==> config.mk <==
export PLATFORM = sky130hd
export DESIGN_NAME = mdu
export DESIGN_NICKNAME = d
export VERILOG_FILES = /design/src/rtl/mdu_pkg.sv /design/src/rtl/mdu.sv
export SDC_FILE = /design/constraint.sdc
export NUM_CORES = 1
export LEC_CHECK = 0
export BUFFER_PORTS_ARGS = -buffer_cell sky130_fd_sc_hd__buf_2
export CAP_MARGIN = 20
export CORE_ASPECT_RATIO = 0.7
export CORE_UTILIZATION = 55
export DETAILED_ROUTE_END_ITERATION = 7
export GPL_ROUTABILITY_DRIVEN = 0
export HOLD_SLACK_MARGIN = 0.03
export PLACE_DENSITY = 0.77
export SETUP_SLACK_MARGIN = 0.2
export SLEW_MARGIN = 20
export SYNTH_ARGS = -nofsm -noshare
export SYNTH_HDL_FRONTEND = slang
export SYNTH_SLANG_ARGS = --single-unit
==> constraint.sdc <==
create_clock -name clk -period 3.4 [get_ports clk]
set_input_delay 0.34 -clock clk [delete_from_list [all_inputs] [get_ports clk]]
set_output_delay 0.34 -clock clk [all_outputs]
set_load 0.05 [all_outputs]
==> src/rtl/mdu_pkg.sv <==
// mdu_pkg: shared types and helpers for the iterative multiply/divide unit.
//   mdu_op_t    - RV32M funct3 encodings of the eight M-extension operations
//   mdu_state_t - control FSM states
//   is_div / rs1_signed / rs2_signed - operation decode helpers
package mdu_pkg;

    typedef enum logic [2:0] {
        OP_MUL    = 3'b000,
        OP_MULH   = 3'b001,
        OP_MULHSU = 3'b010,
        OP_MULHU  = 3'b011,
        OP_DIV    = 3'b100,
        OP_DIVU   = 3'b101,
        OP_REM    = 3'b110,
        OP_REMU   = 3'b111
    } mdu_op_t;

    typedef enum logic [1:0] {
        IDLE = 2'b00,
        CALC = 2'b01,
        FIX  = 2'b10,
        DONE = 2'b11
    } mdu_state_t;

    function automatic logic is_div(input mdu_op_t op);
        return op inside {OP_DIV, OP_DIVU, OP_REM, OP_REMU};
    endfunction

    function automatic logic rs1_signed(input mdu_op_t op);
        return op inside {OP_MULH, OP_MULHSU, OP_DIV, OP_REM};
    endfunction

    function automatic logic rs2_signed(input mdu_op_t op);
        return op inside {OP_MULH, OP_DIV, OP_REM};
    endfunction

endpackage

==> src/rtl/mdu.sv <==
// mdu: iterative radix-2 multiply/divide unit implementing the RV32M ops.
// Ports:
//   clk, reset_b          - rising-edge clock, async active-low reset
//   in_valid/in_ready     - request handshake; in_ready high only in IDLE
//   op, in1, in2          - funct3, rs1, rs2 (latched at accept)
//   out_valid/out_ready   - response handshake; out_valid high only in DONE
//   result, zero, sign    - registered result and ALU-style flags
// Operands are converted to magnitudes at accept; CALC runs REG_WIDTH
// unsigned steps and FIX restores the sign and picks the output half.
module mdu
    import mdu_pkg::*;
#(
    parameter int REG_WIDTH = 32
) (
    input  logic                 clk,
    input  logic                 reset_b,
    input  logic                 in_valid,
    output logic                 in_ready,
    input  logic [2:0]           op,
    input  logic [REG_WIDTH-1:0] in1,
    input  logic [REG_WIDTH-1:0] in2,
    output logic                 out_valid,
    input  logic                 out_ready,
    output logic [REG_WIDTH-1:0] result,
    output logic                 zero,
    output logic                 sign
);

    localparam int W     = REG_WIDTH;
    localparam int CNT_W = $clog2(W) + 1;
    localparam logic [W-1:0]     MOST_NEG = {1'b1, {(W-1){1'b0}}};
    localparam logic [CNT_W-1:0] CNT_LAST = CNT_W'(W - 1);

    mdu_state_t       state_q, state_d;
    mdu_op_t          op_q, op_d;
    logic             neg1_q, neg1_d;
    logic             neg2_q, neg2_d;
    logic [W-1:0]     b_q, b_d;
    logic [2*W-1:0]   acc_q, acc_d;
    logic [CNT_W-1:0] cnt_q, cnt_d;
    logic [W-1:0]     result_q, result_d;

    // Accept-time decode
    mdu_op_t      op_in;
    logic         in_neg1, in_neg2, div0, ovf;
    logic [W-1:0] mag1, mag2, special_res;

    always_comb begin
        op_in   = mdu_op_t'(op);
        in_neg1 = rs1_signed(op_in) & in1[W-1];
        in_neg2 = rs2_signed(op_in) & in2[W-1];
        mag1    = in_neg1 ? -in1 : in1;
        mag2    = in_neg2 ? -in2 : in2;
        div0    = is_div(op_in) && (in2 == '0);
        ovf     = (op_in inside {OP_DIV, OP_REM}) && (in1 == MOST_NEG) && (in2 == '1);
        special_res = '0;
        if (div0) begin
            special_res = (op_in inside {OP_DIV, OP_DIVU}) ? '1 : in1;
        end else if (op_in == OP_DIV) begin
            special_res = MOST_NEG;
        end
    end

    // One radix-2 step. acc holds {high/remainder, low/dividend-quotient}.
    logic [W:0]     mul_sum, div_shift;
    logic           div_ge;
    logic [W-1:0]   div_rem;
    logic [2*W-1:0] mul_next, div_next;

    always_comb begin
        // Multiply: add multiplicand into the upper half when the LSB is set,
        // then shift right; the carry becomes the new top bit.
        mul_sum   = {1'b0, acc_q[2*W-1:W]} + (acc_q[0] ? {1'b0, b_q} : '0);
        mul_next  = {mul_sum, acc_q[W-1:1]};
        // Divide: shift the next dividend bit into the partial remainder,
        // subtract the divisor if it fits and shift the quotient bit in.
        div_shift = {acc_q[2*W-1:W], acc_q[W-1]};
        div_ge    = div_shift >= {1'b0, b_q};
        div_rem   = div_ge ? W'(div_shift - {1'b0, b_q}) : div_shift[W-1:0];
        div_next  = {div_rem, acc_q[W-2:0], div_ge};
    end

    // Sign correction and output selection
    logic [2*W-1:0] prod;
    logic [W-1:0]   quo, rem, fix_res;

    always_comb begin
        prod = (neg1_q ^ neg2_q) ? -acc_q : acc_q;
        quo  = (neg1_q ^ neg2_q) ? -acc_q[W-1:0] : acc_q[W-1:0];
        rem  = neg1_q ? -acc_q[2*W-1:W] : acc_q[2*W-1:W];
        case (op_q)
            OP_MUL:                       fix_res = prod[W-1:0];
            OP_MULH, OP_MULHSU, OP_MULHU: fix_res = prod[2*W-1:W];
            OP_DIV, OP_DIVU:              fix_res = quo;
            default:                      fix_res = rem;
        endcase
    end

    // Next-state logic
    always_comb begin
        state_d  = state_q;
        op_d     = op_q;
        neg1_d   = neg1_q;
        neg2_d   = neg2_q;
        b_d      = b_q;
        acc_d    = acc_q;
        cnt_d    = cnt_q;
        result_d = result_q;
        case (state_q)
            IDLE: begin
                if (in_valid) begin
                    op_d   = op_in;
                    neg1_d = in_neg1;
                    neg2_d = in_neg2;
                    b_d    = mag2;
                    acc_d  = {{W{1'b0}}, mag1};
                    cnt_d  = '0;
                    if (div0 || ovf) begin
                        result_d = special_res;
                        state_d  = DONE;
                    end else begin
                        state_d  = CALC;
                    end
                end
            end
            CALC: begin
                acc_d = is_div(op_q) ? div_next : mul_next;
                cnt_d = cnt_q + 1'b1;
                if (cnt_q == CNT_LAST) begin
                    state_d = FIX;
                end
            end
            FIX: begin
                result_d = fix_res;
                state_d  = DONE;
            end
            DONE: begin
                if (out_ready) begin
                    state_d = IDLE;
                end
            end
            default: state_d = IDLE;
        endcase
    end

    always_ff @(posedge clk or negedge reset_b) begin
        if (!reset_b) begin
            state_q  <= IDLE;
            op_q     <= OP_MUL;
            neg1_q   <= 1'b0;
            neg2_q   <= 1'b0;
            b_q      <= '0;
            acc_q    <= '0;
            cnt_q    <= '0;
            result_q <= '0;
        end else begin
            state_q  <= state_d;
            op_q     <= op_d;
            neg1_q   <= neg1_d;
            neg2_q   <= neg2_d;
            b_q      <= b_d;
            acc_q    <= acc_d;
            cnt_q    <= cnt_d;
            result_q <= result_d;
        end
    end

    assign in_ready  = (state_q == IDLE);
    assign out_valid = (state_q == DONE);
    assign result    = result_q;
    assign zero      = ~|result_q;
    assign sign      = result_q[W-1];

endmodule

==> impl_metrics.tcl, run 1 <==
set metrics [dict create \
    cp_top_family "simple AND/OR/NAND/NOR gates" \
    regToRegEndpoint "result[8]" \
    drv_cap 0 \
    fmax_mhz 301 \
    synth_nets 2058 \
    ir_drop_mv 0.918 \
    multiInputGateArea_um2 10800 \
    regToRegStartpoint "acc_q[0]" \
    post-place-ws_ns -0.0446 \
    cts_tree "built" \
    crit_top_cell "buf_4" \
    critPathCapture "result[8]" \
    worst_skew_pair.late_latency_ns 0.45 \
    setup_violations 0 \
    fp.dieH_um 137 \
    area_delta_synth_final_pct 24.8 \
    dieArea_um2 26600 \
    seq_area_um2 3540 \
    cellPowerDensity_nw_per_um2 1100 \
    endpoint_kind "register" \
    crit_chain "inv_4 > buf_4 > ha_4 > or3b_4 > nand4b_1 > buf_6 > or2_4 > nor3_4 > buf_4 > nor2_1 > o21ai_0 > o221ai_1 > a21oi_2 > o21ai_1" \
    grt-ovfl-total 0 \
    reg2regPathDepth 14 \
    rrSetupSlack_ns 0.08 \
    setup_ws_ns 0.0768 \
    postSynthCellCount 1911 \
    avgSynthCellArea_um2 7.46 \
    rsz0062_at_grt "yes" \
    drt_wl_total_mm 54.3 \
    grt_max_degree 84 \
    period_minus_slack_ns 3.32 \
    ys_seq_area_frac 0.248 \
    start_kind "register" \
    clock-sinks 141 \
    grt_pass1_vias 14200 \
    finalHoldViolations 0 \
    cp_slowest_cell "dfrtp_2" \
    drive_gt1_frac 0.234 \
    wl_per_cell_um 22.1 \
    drt-initial-drc-count 2492 \
    fillers 1949 \
    core_area_um2 25000 \
    place_hpwl_mm 38.9 \
    portBuffers 106 \
    place_area_um2 16000 \
    grt_pass1_wl_mm 79.1 \
    ios 107 \
    htree_levels 4 \
    path_max_fanout 5 \
    yosysTopAreaCell "dfrtp_1" \
    dr.pass1.iters 8 \
    ys.flop_type "dfrtp_1" \
    path_clk_slew_ns 0.06 \
    cts_root_buffer "clkbuf_16" \
    ys.warnings.count 0 \
    cp.required_ns 3.72 \
    rows 48 \
    min_period_over_period 0.977 \
    hold_path.class "primary input to register" \
    synth_commonest_cells "nand2_1, o21ai_0, nor2_1" \
    vias 16300 \
    netlist_area_um2 14200 \
    via_per_inst 6.66 \
    die_w_um 194 \
    yosysTopAreaCellShare 0.248 \
    synth_seq_cells 141 \
    crit_cells 14 \
    maxSlewViolCount 0 \
    grt_use_total 0.385 \
    slowest_delay_ns 0.44 \
    yosysMostFrequentCell "nand2_1" \
    worst_pin_slew_ns 1.01 \
    clockBufferDepth 2 \
    critPathKind "register to register" \
    initial_core_util 0.569 \
    synth_area_leaders "dfrtp_1, o21ai_0, ha_1" \
    cp_data_arrival_time_ns 3.65 \
    crit_path_start "acc_q[0]" \
    violations "DRC" \
    synth_cell_type_count 76 \
    fin_setup_tns_ns 0 \
    total_power_mw 19.6 \
    cp_num_buf_inv 4 \
    relSlewSlack 0.327 \
    antenna_found_initial 0 \
    status "complete, but fails checks" \
    synthArstFlopShare 1.00 \
    ant_nets 0 \
    cts_buffers 17 \
    p_leak_nw 7.78 \
    fin_area_um2 17800 \
    skew_ns 0.0124 \
    drcViolationCount 16 \
    synth_edf_count 0 \
    nNetsFinal 2259 \
]
## placed cells by master, fill, tap and decap left out, types with 8 or more instances in the layout
cell type	n
a21o_1	25
a21oi_1	127
a21oi_2	18
a22oi_1	19
a31oi_1	14
and2_1	8
and3_1	11
buf_2	105
buf_4	173
buf_6	13
clkbuf_16	19
dfrtp_1	135
ha_1	54
ha_4	14
inv_1	65
mux2_2	15
mux2i_1	49
nand2_1	223
nand2b_1	19
nand3_1	23
nand4_1	23
nor2_1	169
nor2_4	8
nor2b_1	15
nor3_1	40
nor4_1	21
o211ai_1	13
o21ai_0	180
o21ai_1	52
o21ai_2	9
o221ai_1	19
o22ai_1	12
o31ai_1	20
or3_1	17
or4_1	9
xnor2_1	96
xor2_1	87
## routing by layer
metal | share of wire | vias to the layer above | global-route usage | wire, um
met5 | 0 | - | 0 | 0
met4 | 0.033 | 0 | 0.104 | 1790
met3 | 0.16 | 198 | 0.166 | 8690
met2 | 0.39 | 1241 | 0.520 | 21200
met1 | 0.42 | 7604 | 0.548 | 22600
li1 | - | 7270 | - | -
## kinds of logic (layout without fill, tap and decap cells)
| family | count (synthesis) | count (layout) | share of synthesized area |
|---|---|---|---|
| flops | 141 | 141 | 0.248 |
| xor+xnor | 187 | 187 | 0.115 |
| other cells | 0 | 1 | 0 |
| compound gates | 597 | 597 | 0.253 |
| fa+ha+maj | 76 | 76 | 0.0678 |
| buf+inv | 188 | 402 | 0.0513 |
| simple gates | 655 | 655 | 0.217 |
| mux | 67 | 67 | 0.0485 |
## flip-flops by register name, summed over array words and instances, names as in the netlist
| name | count |
|---|---|
| acc_q | 64 |
| op_q | 3 |
| neg2_q | 1 |
| cnt_q | 6 |
| result | 32 |
| state_q | 2 |
| neg1_q | 1 |
| b_q | 32 |
## worst min path at each step
stage / from / end / slack, ns / depth (start not counted)
2_1_floorplan: reset_b / acc_q[0] / 0.04 / 0
3_3_place_gp: reset_b / acc_q[42] / 0.44 / 1
3_5_place_dp: reset_b / acc_q[42] / 0.46 / 1
4_1_cts: op[1] / op_q[1] / 0.20 / 2
5_1_grt: op[1] / op_q[1] / 0.21 / 2
6_report: op[1] / op_q[1] / 0.20 / 2
## final cells by class
class,instances,share of cell area
clock buffers,20,0.0251
flip-flops and latches,141,0.199
well taps,325,0.0229
multi-input cells,1582,0.607
diodes,1,0.000141
repair buffers,300,0.121
clock inverters,12,0.0103
inverters,70,0.0149
## power by group
| part | internal (mW) | leakage (nW) | switching (mW) |
|---|---|---|---|
| Sequential | 2.37 | 1.81 | 0.737 |
| Combinational | 5.54 | 5.67 | 8.89 |
| Clock | 1.26 | 0.302 | 0.822 |
## what timing repair did
action,CTS,global route
hold buffers,1,0
setup endpoints to repair,34,64
cloned,0,2
endpoints found under the hold margin,55,0
resized for setup,39,177
buffers inserted,7,31
pin swaps,20,74
## through the flow
step,std cells,hold WS [ns],utilization
after CTS,2417,0.199,0.671
final,2451,0.204,0.710
after global routing,2450,0.209,0.710
after global placement,2377,0.443,0.638
after detailed placement,2377,0.455,0.638
after floorplan,1911,0.0444,-
## worst reg2reg max path: stages, from the launching register on
cell and delay [ns]:
dfrtp_2 0.44, inv_4 0.10, buf_4 0.13, ha_4 0.13
or3b_4 0.37, nand4b_1 0.27, buf_6 0.21, or2_4 0.28
nor3_4 0.19, buf_4 0.16, nor2_1 0.13, o21ai_0 0.25
o221ai_1 0.25, a21oi_2 0.24, o21ai_1 0.08
Power figures use the tool's default switching activity.
==> inputs of run 2 (changes only) <==
--- a/config.mk
+++ b/config.mk
@@ -12,9 +12,8 @@
 export DETAILED_ROUTE_END_ITERATION = 7
 export GPL_ROUTABILITY_DRIVEN = 0
 export HOLD_SLACK_MARGIN = 0.03
-export PLACE_DENSITY = 0.77
+export PLACE_DENSITY_LB_ADDON = 0.1
 export SETUP_SLACK_MARGIN = 0.2
-export SLEW_MARGIN = 20
 export SYNTH_ARGS = -nofsm -noshare
 export SYNTH_HDL_FRONTEND = slang
 export SYNTH_SLANG_ARGS = --single-unit
==> impl_metrics.tcl, run 2 (synthesized netlist as in run 1, its figures left out) <==
set metrics [dict create \
    status "complete, but fails checks" \
    violations "DRC" \
    initial_core_util 0.569 \
    htree_levels 4 \
    endpoint_kind "register" \
    antenna_found_initial 0 \
    fin_area_um2 17800 \
    grt_pass1_vias 14300 \
    path_clk_slew_ns 0.07 \
    nNetsFinal 2244 \
    period_minus_slack_ns 3.36 \
    drt_wl_total_mm 55.9 \
    fin_setup_tns_ns 0 \
    skew_ns 0.00936 \
    via_per_inst 6.67 \
    drv_cap 0 \
    dr.pass1.iters 8 \
    fillers 1984 \
    cts_tree "built" \
    n_antenna_cell 0 \
    mostFrequentLayoutCells "nand2_1, o21ai_0, nor2_1, buf_4, dfrtp_1" \
    clock-sinks 141 \
    final_util 0.712 \
    ant_nets 0 \
    ios 107 \
    final_common_cell "nand2_1" \
    dieArea_um2 26600 \
    p_leak_nw 7.83 \
    place_area_um2 15900 \
    drt-initial-drc-count 2333 \
    area_delta_synth_final_pct 25.1 \
    regMostFlops "acc_q" \
    drcViolationCount 29 \
    cellPowerDensity_nw_per_um2 1100 \
    post-place-ws_ns -0.183 \
    ir_drop_mv 0.676 \
    min_period_over_period 0.988 \
    place_hpwl_mm 40.9 \
    drive_gt1_frac 0.240 \
    fin_cells 2434 \
    fp.dieH_um 137 \
    rsz0062_at_grt "yes" \
    wl_per_cell_um 23.0 \
    start_kind "register" \
    largest_reg_flops 64 \
    cp.required_ns 3.74 \
    place_inst 2358 \
    cp_data_arrival_time_ns 3.70 \
    cts_root_buffer "clkbuf_16" \
    portBuffers 106 \
    grt_max_degree 61 \
    vias 16200 \
    critPathKind "register to register" \
    setup_violations 0 \
    worst_pin_slew_ns 1.05 \
    hold_slack_ns 0.197 \
    grt_pass1_wl_mm 82.5 \
    grt-ovfl-total 0 \
    cts_buffers 17 \
    setup_ws_ns 0.0403 \
    hold_path.class "primary input to register" \
    core_area_um2 25000 \
    finalHoldViolations 0 \
    worst_skew_pair.late_latency_ns 0.45 \
    maxSlewViolCount 0 \
    fmax_mhz 298 \
    path_max_fanout 4 \
    total_power_mw 19.7 \
    rows 48 \
    clockBufferDepth 2 \
    die_w_um 194 \
    grt_use_total 0.405 \
    relSlewSlack 0.300 \
]
-- run 2: report_power, final --
group          internal (mW)  total, mW  switching, mW
sequential              2.38       3.15          0.772
clock                   1.29       2.14          0.845
combinational           5.57       14.4           8.83
total                   9.24       19.7           10.4
-- run 2: final cells by class --
cell class | count | area, um2 | area share
Clock buffer | 20 | 467 | 0.0262
Timing Repair Buffer | 285 | 2100 | 0.118
Inverter | 70 | 263 | 0.0147
Clock inverter | 11 | 180 | 0.0101
Tap cell | 325 | 407 | 0.0228
Multi-Input combinational cell | 1582 | 10900 | 0.610
Sequential cell | 141 | 3540 | 0.199
-- run 2: final timing paths --
kind / startpoint / to / slack (ns) / cells after the start
min in group asynchronous: reset_b / acc_q[44] / 0.43 / 2
max: acc_q[26] / result[19] / 0.04 / 10
max reg2reg: acc_q[26] / result[19] / 0.04 / 10
max in group asynchronous: reset_b / acc_q[31] / 2.07 / 3
min reg2reg: b_q[27] / b_q[27] / 0.49 / 2
min: op[1] / op_q[1] / 0.20 / 2
-- run 2: metal layers --
layer,track usage,share of wire
met5,0.0259,0.0016
met4,0.108,0.035
met3,0.157,0.16
met2,0.534,0.38
met1,0.598,0.42
-- run 2: worst max-delay path: stages, from the launching register on --
cell and delay, ns:
dfrtp_1 0.38, or4_4 0.53, or4_4 0.52, or4_4 0.54, buf_6 0.17, o41ai_4 0.34, xor2_1 0.19, nor2_1 0.07
o21ai_1 0.14, o21ai_1 0.10, mux2_4 0.27
-- run 2: what timing repair did --
action,4_1_cts,5_1_grt
gates cloned,1,1
endpoints found under the hold margin,58,0
pin swaps,43,88
endpoints found under the setup margin,29,59
gates resized for setup,55,174
setup buffers,14,28
hold buffers,1,0
